<file path="src/rtl/pipelined_barrel_shifter_if.sv">
// Operand/result bus of the pipelined barrel shifter: a valid/ready operation channel
// in and a valid/ready result channel out.
interface pipelined_barrel_shifter_if #(
  parameter int WIDTH = 32
) ();
  localparam int SHAMT_W = $clog2(WIDTH);

  logic               in_valid;
  logic               in_ready;
  logic [WIDTH-1:0]   in_data;
  logic [SHAMT_W-1:0] in_amount;
  logic [1:0]         in_op;
  logic               out_valid;
  logic               out_ready;
  logic [WIDTH-1:0]   out_data;

  modport master (
    output in_valid, in_data, in_amount, in_op, out_ready,
    input  in_ready, out_valid, out_data
  );

  modport slave (
    input  in_valid, in_data, in_amount, in_op, out_ready,
    output in_ready, out_valid, out_data
  );
endinterface

</file>
<file path="src/rtl/pipelined_barrel_shifter.sv">
// Elastic pipelined barrel shifter (SLL/SRL/SRA/ROR). The shift amount is split into
// power-of-two layers, LAYERS_PER_STAGE of them per registered stage.
module pipelined_barrel_shifter #(
  parameter int WIDTH            = 32,
  parameter int LAYERS_PER_STAGE = 2
) (
  input  logic                     clk,
  input  logic                     reset_n,
  input  logic                     flush,
  pipelined_barrel_shifter_if.slave bus
);
  localparam int SHAMT_W = $clog2(WIDTH);
  localparam int STAGES  = (SHAMT_W + LAYERS_PER_STAGE - 1) / LAYERS_PER_STAGE;

  typedef enum logic [1:0] {
    OP_SLL = 2'b00,
    OP_SRL = 2'b01,
    OP_SRA = 2'b10,
    OP_ROR = 2'b11
  } shift_op_e;

  typedef struct packed {
    logic [WIDTH-1:0]   data;
    logic [SHAMT_W-1:0] amount;
    shift_op_e          op;
    logic               sign;   // MSB of the original operand, used as SRA fill
  } stage_t;

  stage_t            stage_q [STAGES];
  stage_t            stage_d [STAGES];
  stage_t            src     [STAGES];
  logic [STAGES-1:0] src_valid;
  logic [STAGES-1:0] valid_q;
  logic [STAGES-1:0] valid_d;
  logic [STAGES-1:0] load;
  logic              all_full;

  function automatic logic [WIDTH-1:0] shift_layer(
    input logic [WIDTH-1:0] d,
    input int               sh,
    input shift_op_e        op,
    input logic             sign
  );
    logic [WIDTH-1:0] r;
    case (op)
      OP_SLL:  r = d << sh;
      OP_SRL:  r = d >> sh;
      OP_SRA:  r = (d >> sh) | ({WIDTH{sign}} << (WIDTH - sh));
      default: r = (d >> sh) | (d << (WIDTH - sh));
    endcase
    return r;
  endfunction

  // NOTE: every variable gets a value before any conditional use, so no latches are inferred.
  always_comb begin
    src_valid[0]  = bus.in_valid;
    src[0].data   = bus.in_data;
    src[0].amount = bus.in_amount;
    src[0].op     = shift_op_e'(bus.in_op);
    src[0].sign   = bus.in_data[WIDTH-1];
    for (int k = 1; k < STAGES; k++) begin
      src[k]       = stage_q[k-1];
      src_valid[k] = valid_q[k-1];
    end

    for (int k = 0; k < STAGES; k++) begin
      stage_d[k] = src[k];
      for (int l = 0; l < LAYERS_PER_STAGE; l++) begin
        if (((k * LAYERS_PER_STAGE + l) < SHAMT_W) &&
            src[k].amount[(k * LAYERS_PER_STAGE + l) % SHAMT_W]) begin
          stage_d[k].data = shift_layer(stage_d[k].data, 1 << (k * LAYERS_PER_STAGE + l),
                                        src[k].op, src[k].sign);
        end
      end
    end

    // A stage can load while the output drains or any stage at or below it is empty,
    // which lets bubbles collapse under backpressure.
    all_full = 1'b1;
    for (int k = STAGES - 1; k >= 0; k--) begin
      all_full   = all_full & valid_q[k];
      load[k]    = bus.out_ready | !all_full;
      valid_d[k] = flush ? 1'b0 : (load[k] ? src_valid[k] : valid_q[k]);
    end
  end

  // NOTE: state updates use non-blocking assignments so every stage samples pre-edge values.
  always_ff @(posedge clk or negedge reset_n) begin
    if (!reset_n) begin
      valid_q <= '0;
      // NOTE: payload registers are reset as well so out_data reads 0 straight out of reset.
      for (int k = 0; k < STAGES; k++) begin
        stage_q[k] <= '0;
      end
    end else begin
      valid_q <= valid_d;
      for (int k = 0; k < STAGES; k++) begin
        if (load[k] && src_valid[k]) begin
          stage_q[k] <= stage_d[k];
        end
      end
    end
  end

  assign bus.in_ready  = load[0] | flush;
  assign bus.out_valid = valid_q[STAGES-1];
  assign bus.out_data  = stage_q[STAGES-1].data;
endmodule

</file>
<file path="src/flat_wrapper.sv">
// flat-port wrapper written by rule: the top's interface ports become plain ports
module pipelined_barrel_shifter_flat 
#(
  parameter int WIDTH            = 32,
  parameter int LAYERS_PER_STAGE = 2
)
  (clk, reset_n, flush, bus_in_valid, bus_in_data, bus_in_amount, bus_in_op, bus_out_ready, bus_in_ready, bus_out_valid, bus_out_data);
  pipelined_barrel_shifter_if #(.WIDTH(WIDTH)) bus_i ();
  input  logic clk;
  input  logic reset_n;
  input  logic flush;
  input wire logic [$bits(bus_i.in_valid)-1:0] bus_in_valid;
  input wire logic [$bits(bus_i.in_data)-1:0] bus_in_data;
  input wire logic [$bits(bus_i.in_amount)-1:0] bus_in_amount;
  input wire logic [$bits(bus_i.in_op)-1:0] bus_in_op;
  input wire logic [$bits(bus_i.out_ready)-1:0] bus_out_ready;
  output wire logic [$bits(bus_i.in_ready)-1:0] bus_in_ready;
  output wire logic [$bits(bus_i.out_valid)-1:0] bus_out_valid;
  output wire logic [$bits(bus_i.out_data)-1:0] bus_out_data;
  assign bus_i.in_valid = bus_in_valid;
  assign bus_i.in_data = bus_in_data;
  assign bus_i.in_amount = bus_in_amount;
  assign bus_i.in_op = bus_in_op;
  assign bus_i.out_ready = bus_out_ready;
  assign bus_in_ready = bus_i.in_ready;
  assign bus_out_valid = bus_i.out_valid;
  assign bus_out_data = bus_i.out_data;
  pipelined_barrel_shifter #(.WIDTH(WIDTH), .LAYERS_PER_STAGE(LAYERS_PER_STAGE)) u_core (.clk(clk), .reset_n(reset_n), .flush(flush), .bus(bus_i));
endmodule
</file>
<file path="config.mk">
export PLATFORM = sky130hd
export DESIGN_NAME = pipelined_barrel_shifter_flat
export DESIGN_NICKNAME = d
export VERILOG_FILES = /design/src/rtl/pipelined_barrel_shifter_if.sv /design/src/rtl/pipelined_barrel_shifter.sv /design/src/flat_wrapper.sv
export SDC_FILE = /design/constraint.sdc
export NUM_CORES = 1
export LEC_CHECK = 0
export BUFFER_PORTS_ARGS = -buffer_cell sky130_fd_sc_hd__buf_2
export CAP_MARGIN = 20
export CORE_AREA = 5 5 127 129
export CTS_BUF_LIST = sky130_fd_sc_hd__clkbuf_16
export CTS_CLUSTER_SIZE = 40
export DETAILED_ROUTE_END_ITERATION = 6
export DIE_AREA = 0 0 132 134
export PLACE_DENSITY = 0.74
export SLEW_MARGIN = 10
export SYNTH_ARGS = -nofsm -noshare
export SYNTH_HDL_FRONTEND = slang
export SYNTH_SLANG_ARGS = --single-unit
</file>
<file path="constraint.sdc">
create_clock -name clk -period 1.5 [get_ports clk]
set_input_delay 0.3 -clock clk [delete_from_list [all_inputs] [get_ports clk]]
set_output_delay 0.3 -clock clk [all_outputs]
set_load 0.005 [all_outputs]
</file>
## After elaboration in Yosys (flattened, before gate mapping)

Index checks and enable logic that the tools add are counted.

| storage, ports and cells | value |
|---|---|
| register bits after elaboration | 115 |
| input bits | 44 |
| output and inout bits | 34 |
| word-level logic and storage cells | 62 |

| operators by class | value |
|---|---|
| equality and inequality tests | 6 |
| mux-type cells | 16 |
| bitwise gates (word level) | 16 |
| reductions and logical operators | 12 |

Operators with widths:

| cell | count |
|---|---|
| 32-bit one-hot mux with 3 select lines | 5 |
| 32-bit two-way mux | 5 |
| 16-bit by 32-bit OR with 32-bit output | 2 |
| 24-bit by 32-bit OR with 32-bit output | 2 |
| 28-bit by 32-bit OR with 32-bit output | 2 |
| 30-bit by 32-bit OR with 32-bit output | 2 |
| 31-bit by 32-bit OR with 32-bit output | 2 |
| 2-bit by 1-bit == test with 1-bit output, second input constant | 3 |
| 2-bit == test, second input constant | 3 |
| 2-bit zero test | 3 |
| 1-bit two-way mux | 6 |
| 2-bit nonzero test | 3 |
| 1-bit OR | 4 |
| 1-bit logical AND | 3 |
| 1-bit zero test | 3 |
| 1-bit bitwise AND | 2 |

## Depth between registers and ports, before layout

| logic depth | value |
|---|---|
| depth in word-level cells | 6 |
| depth in mapped cells | 7 |
| depth with buffers taken out | 4 |

## Least setup slack after synthesis

No wires, ideal clock.

| path | value |
|---|---|
| kind | register to register |
| from | register u_core.stage_q, in the netlist u_core.src[41] |
| to | register u_core.stage_q, in the netlist u_core.src[21] |
| library setup time | 126 ps |
| arrival | 1402 ps |
| required time | 1374 ps |
| setup slack | -28 ps |
| cell stages (with the launch flop) | 8 |
| path buffers | 3 |
| clock period less this slack | 1528 ps |
| cell sequence | dfrtp_1 -> buf_6 -> or2_1 -> buf_2 -> buf_6 -> nand2_1 -> a21oi_1 -> o32a_1 |

| on the way | value |
|---|---|
| cells in the longest elaborated chain, start to end | 6 |
| elaborated cells between the ends (all ways) | 9 |
| classes of those cells | 2 x eq/ne; 4 x mux; 2 x bitwise; 1 x reduce/logical |

RTL lines:

| item | RTL line | text |
|---|---|---|
| start: declaration | pipelined_barrel_shifter.sv:29 | `stage_t stage_q [STAGES];` |
| start signal: indexed assignment | pipelined_barrel_shifter.sv:99 | `stage_q[k] <= stage_d[k];` |
| 2-bit == test, or another cell as far along | pipelined_barrel_shifter.sv:45 | `case (op)` |
| 32-bit one-hot mux with 3 select lines | pipelined_barrel_shifter.sv:45 |  |
| 32-bit two-way mux | pipelined_barrel_shifter.sv:69 | `if (((k * LAYERS_PER_STAGE + l) < SHAMT_W) &&` |
| 24-bit by 32-bit OR with 32-bit output, on equally long branches | pipelined_barrel_shifter.sv:49, pipelined_barrel_shifter.sv:48 |  |
| 32-bit one-hot mux with 3 select lines | pipelined_barrel_shifter.sv:45 |  |
| 32-bit two-way mux * | pipelined_barrel_shifter.sv:69 |  |

Every way passes the cells marked *; elsewhere a longest branch is shown, timed or not.
A chain may end at the register's enable or synchronous reset.

## Final worst setup path

| path | value |
|---|---|
| from | register u_core.stage_q, in the netlist u_core.src[41] |
| to | register u_core.stage_q, in the netlist u_core.src[14] |

The elaborated chain is that of the path after synthesis.

==> impl_metrics.json <==
{
  "num_vias": 9051,
  "portBuffers": 77,
  "hold_end": "u_core.valid_q[0]$_DFFE_PN0P_",
  "instances_no_fill": 1390,
  "grt_max_degree": 66,
  "crit_fanout": 15,
  "numPlacedInstances": 1350,
  "netlist_instances": 993,
  "yosysTopAreaCell": "dfrtp_1",
  "routed_wl_mm": 29.4,
  "hold_viol": 0,
  "cp_data_required_time_ns": 1.78,
  "cts_root_buffer": "clkbuf_16",
  "h-tree-depth": 3,
  "ff2ff_setup_slack_ns": -0.22,
  "grtUsageTotal": 0.299,
  "wl_met2_mm": 14.2,
  "clkTransAtPathRegs_ns": 0.07,
  "syn_nets": 1037,
  "wl_per_cell_um": 21.1,
  "cts_tree": "built",
  "tightest_slew_ns": 0.454,
  "cpPeakStageDelay_ns": 0.45,
  "cts_buffers": 9,
  "syn_avg_cell_area_um2": 8.01,
  "ant_nets": 0,
  "die_area_mm2": 0.0177,
  "netlist_area_mm2": 0.00795,
  "hold_depth": 2,
  "synth_top_area_frac": 0.343,
  "hold_path.class": "input port to flop",
  "holdWs_ns": 0.133,
  "violations": "setup timing",
  "nets": 1241,
  "asyncSetResetFlopFracSynth": 1.00,
  "startpoint_type": "flop",
  "drc_errors": 0,
  "critPathKind": "flop to flop",
  "synthTopCellsByArea": "dfrtp_1 (34%), a21oi_1 (6.5%), nor2_1 (4.9%)",
  "dr.pass1.iters": 6,
  "synth-edff-count": 0,
  "start_util": 0.533,
  "syn2layout_area_growth_pct": 42.3,
  "design_area_mm2": 0.0113,
  "cp_slowest_cell": "dfrtp_2",
  "m1WireLength_mm": 11.2,
  "die_y_um": 134,
  "num_rows": 45,
  "cts_sinks": 109,
  "route.top_layer_used": "met4",
  "fin_setup_tns_ns": -4.20,
  "ys_ff_latch": 109,
  "setup-violations-final": 40,
  "yosysWarnings": 0,
  "cts_buffer_depth": 2,
  "worst_slack_ns": -0.217,
  "skew_ns": 0.0107,
  "cp.buffers_inverters": 1,
  "grt_pass1_wl_mm": 43.5,
  "endpoint_kind": "flop",
  "io_pins": 78,
  "rsz0062_at_grt": "true",
  "path_cells": "buf_4 -> or3b_4 -> a311o_1 -> a21oi_2",
  "placed_area_mm2": 0.00980,
  "die_w_um": 132,
  "met3WireLength_mm": 2.28,
  "worstSkewPairLatency_ns": 0.36,
  "r2r_end": "u_core.src[14]$_DFFE_PN0P_",
  "place_congestion": 1.01,
  "status": "complete, but fails checks",
  "finalCritPeriodShare": 1.14,
  "synth_cell_types": 59,
  "critPathArrivalTime_ns": 2.00,
  "cap_violations": 0,
  "drive_above_1_share": 0.396,
  "p_leak_nw": 4.87,
  "vias_per_cell": 6.51,
  "slew_headroom": 0.695,
  "timing.fmax_mhz": 583,
  "drtIter0Drc": 923,
  "ys.flop_type": "dfrtp_1",
  "vdd_drop_max_mv": 0.630,
  "ff2ff_path_depth": 4,
  "r2r-start": "u_core.src[41]$_DFFE_PN0P_",
  "core_area_mm2": 0.0149,
  "grt_pass1_vias": 8214,
  "grt.overflow.total": 0,
  "antenna_found_initial": 0,
  "timing.final.crit_period_ns": 1.72,
  "cellPowerDensity_mw_per_mm2": 1000,
  "cp_top_family": "compound AO/OA/AOI/OAI gates",
  "hp-start": "flush",
  "maxSlewViolCount": 0,
  "antennaDiodeCount": 0,
  "ys_seq_area_frac": 0.343,
  "dp_hpwl_mm": 20.2
}
-- registers in the layout, indices dropped and copies added, names as in the netlist --
name / flops
u_core.src: 74
u_core.bus.out_data: 32
u_core.valid_q: 3
-- worst register-to-register path, delay by kind of cell, from the launching register on --
kind | cells | cell delay [ns]
and+or+nand+nor | 1 | 0.43
AOI/OAI and AO/OA | 2 | 0.56
DFF | 1 | 0.45
buffers and inverters | 1 | 0.21
-- stage by stage --
| stage | setup slack [ns] | power [mW] | utilization |
|---|---|---|---|
| after floorplan | -0.00799 | 6.07 | - |
| after global placement | -0.215 | 7.78 | 0.657 |
| after detailed placement | -0.269 | 7.87 | 0.657 |
| after CTS | -0.160 | 10.6 | 0.708 |
| after global routing | -0.234 | 11.8 | 0.759 |
| final | -0.217 | 11.4 | 0.759 |
-- Yosys cell counts, drive strengths merged (11+ instances only) --
library cell / n
buf: 55
inv: 18
nand2: 97
o21ai: 103
or3b: 45
a21oi: 104
a22oi: 17
a211oi: 17
nor2b: 24
nand3: 11
mux2i: 27
o22ai: 12
nor3: 30
a311oi: 33
dfrtp: 109
a31oi: 35
clkbuf: 43
mux2: 18
a21o: 16
nor2: 105
-- cell type report --
class | count | area [µm²]
clock buffer | 9 | 225
clock inverter | 7 | 72.6
fill | 1033 | 3600
inverter | 18 | 67.6
multi-input combinational | 768 | 5450
sequential | 109 | 2740
tap | 188 | 235
timing repair buffer | 291 | 2530
-- power by group --
group          internal, mW  switching [mW]
clock network          1.31            1.15
logic                  2.35            2.42
registers              3.51           0.618
total                  7.17            4.18
-- how the worst max path moves through the flow --
stage,start,endpoint,slack [ns],cells after the start
final,u_core.src[41]$_DFFE_PN0P_,u_core.src[14]$_DFFE_PN0P_,-0.22,4
after global routing,u_core.src[41]$_DFFE_PN0P_,u_core.src[14]$_DFFE_PN0P_,-0.23,4
after CTS,u_core.src[41]$_DFFE_PN0P_,u_core.src[21]$_DFFE_PN0P_,-0.16,6
after detailed placement,u_core.src[41]$_DFFE_PN0P_,u_core.src[20]$_DFFE_PN0P_,-0.27,7
after global placement,u_core.src[41]$_DFFE_PN0P_,u_core.src[20]$_DFFE_PN0P_,-0.21,7
after floorplan,u_core.src[41]$_DFFE_PN0P_,u_core.src[21]$_DFFE_PN0P_,-0.008,7
-- kinds of logic after synthesis --
family          synth area share
compound gates             0.296
buf+inv                   0.0708
flops                      0.343
mux                       0.0651
simple gates               0.225
-- per-layer routing --
layer  vias to the layer above  track usage
met5                         -            0
li1                       4081            -
met2                       521        0.508
met1                      4306        0.378
met3                       143       0.0439
met4                         0        0.136
-- what timing repair did --
action,in CTS,in global routing
resized for setup,63,133
pin swaps,26,47
gates cloned,6,4
endpoints found under the hold margin,9,0
setup buffers,4,13
setup endpoints to repair,48,75
hold buffers,1,0
-- cells in the final DEF (no fill, tap or decap), types with 30 or more instances in the layout --
cell type  count
dfrtp_1      102
nand2_1       94
buf_4        167
buf_2         75
or3b_4        36
a31oi_1       30
nor2_1       102
a21oi_1       84
o21ai_1       38
o21ai_0       58
(Power assumes the default switching activity.)
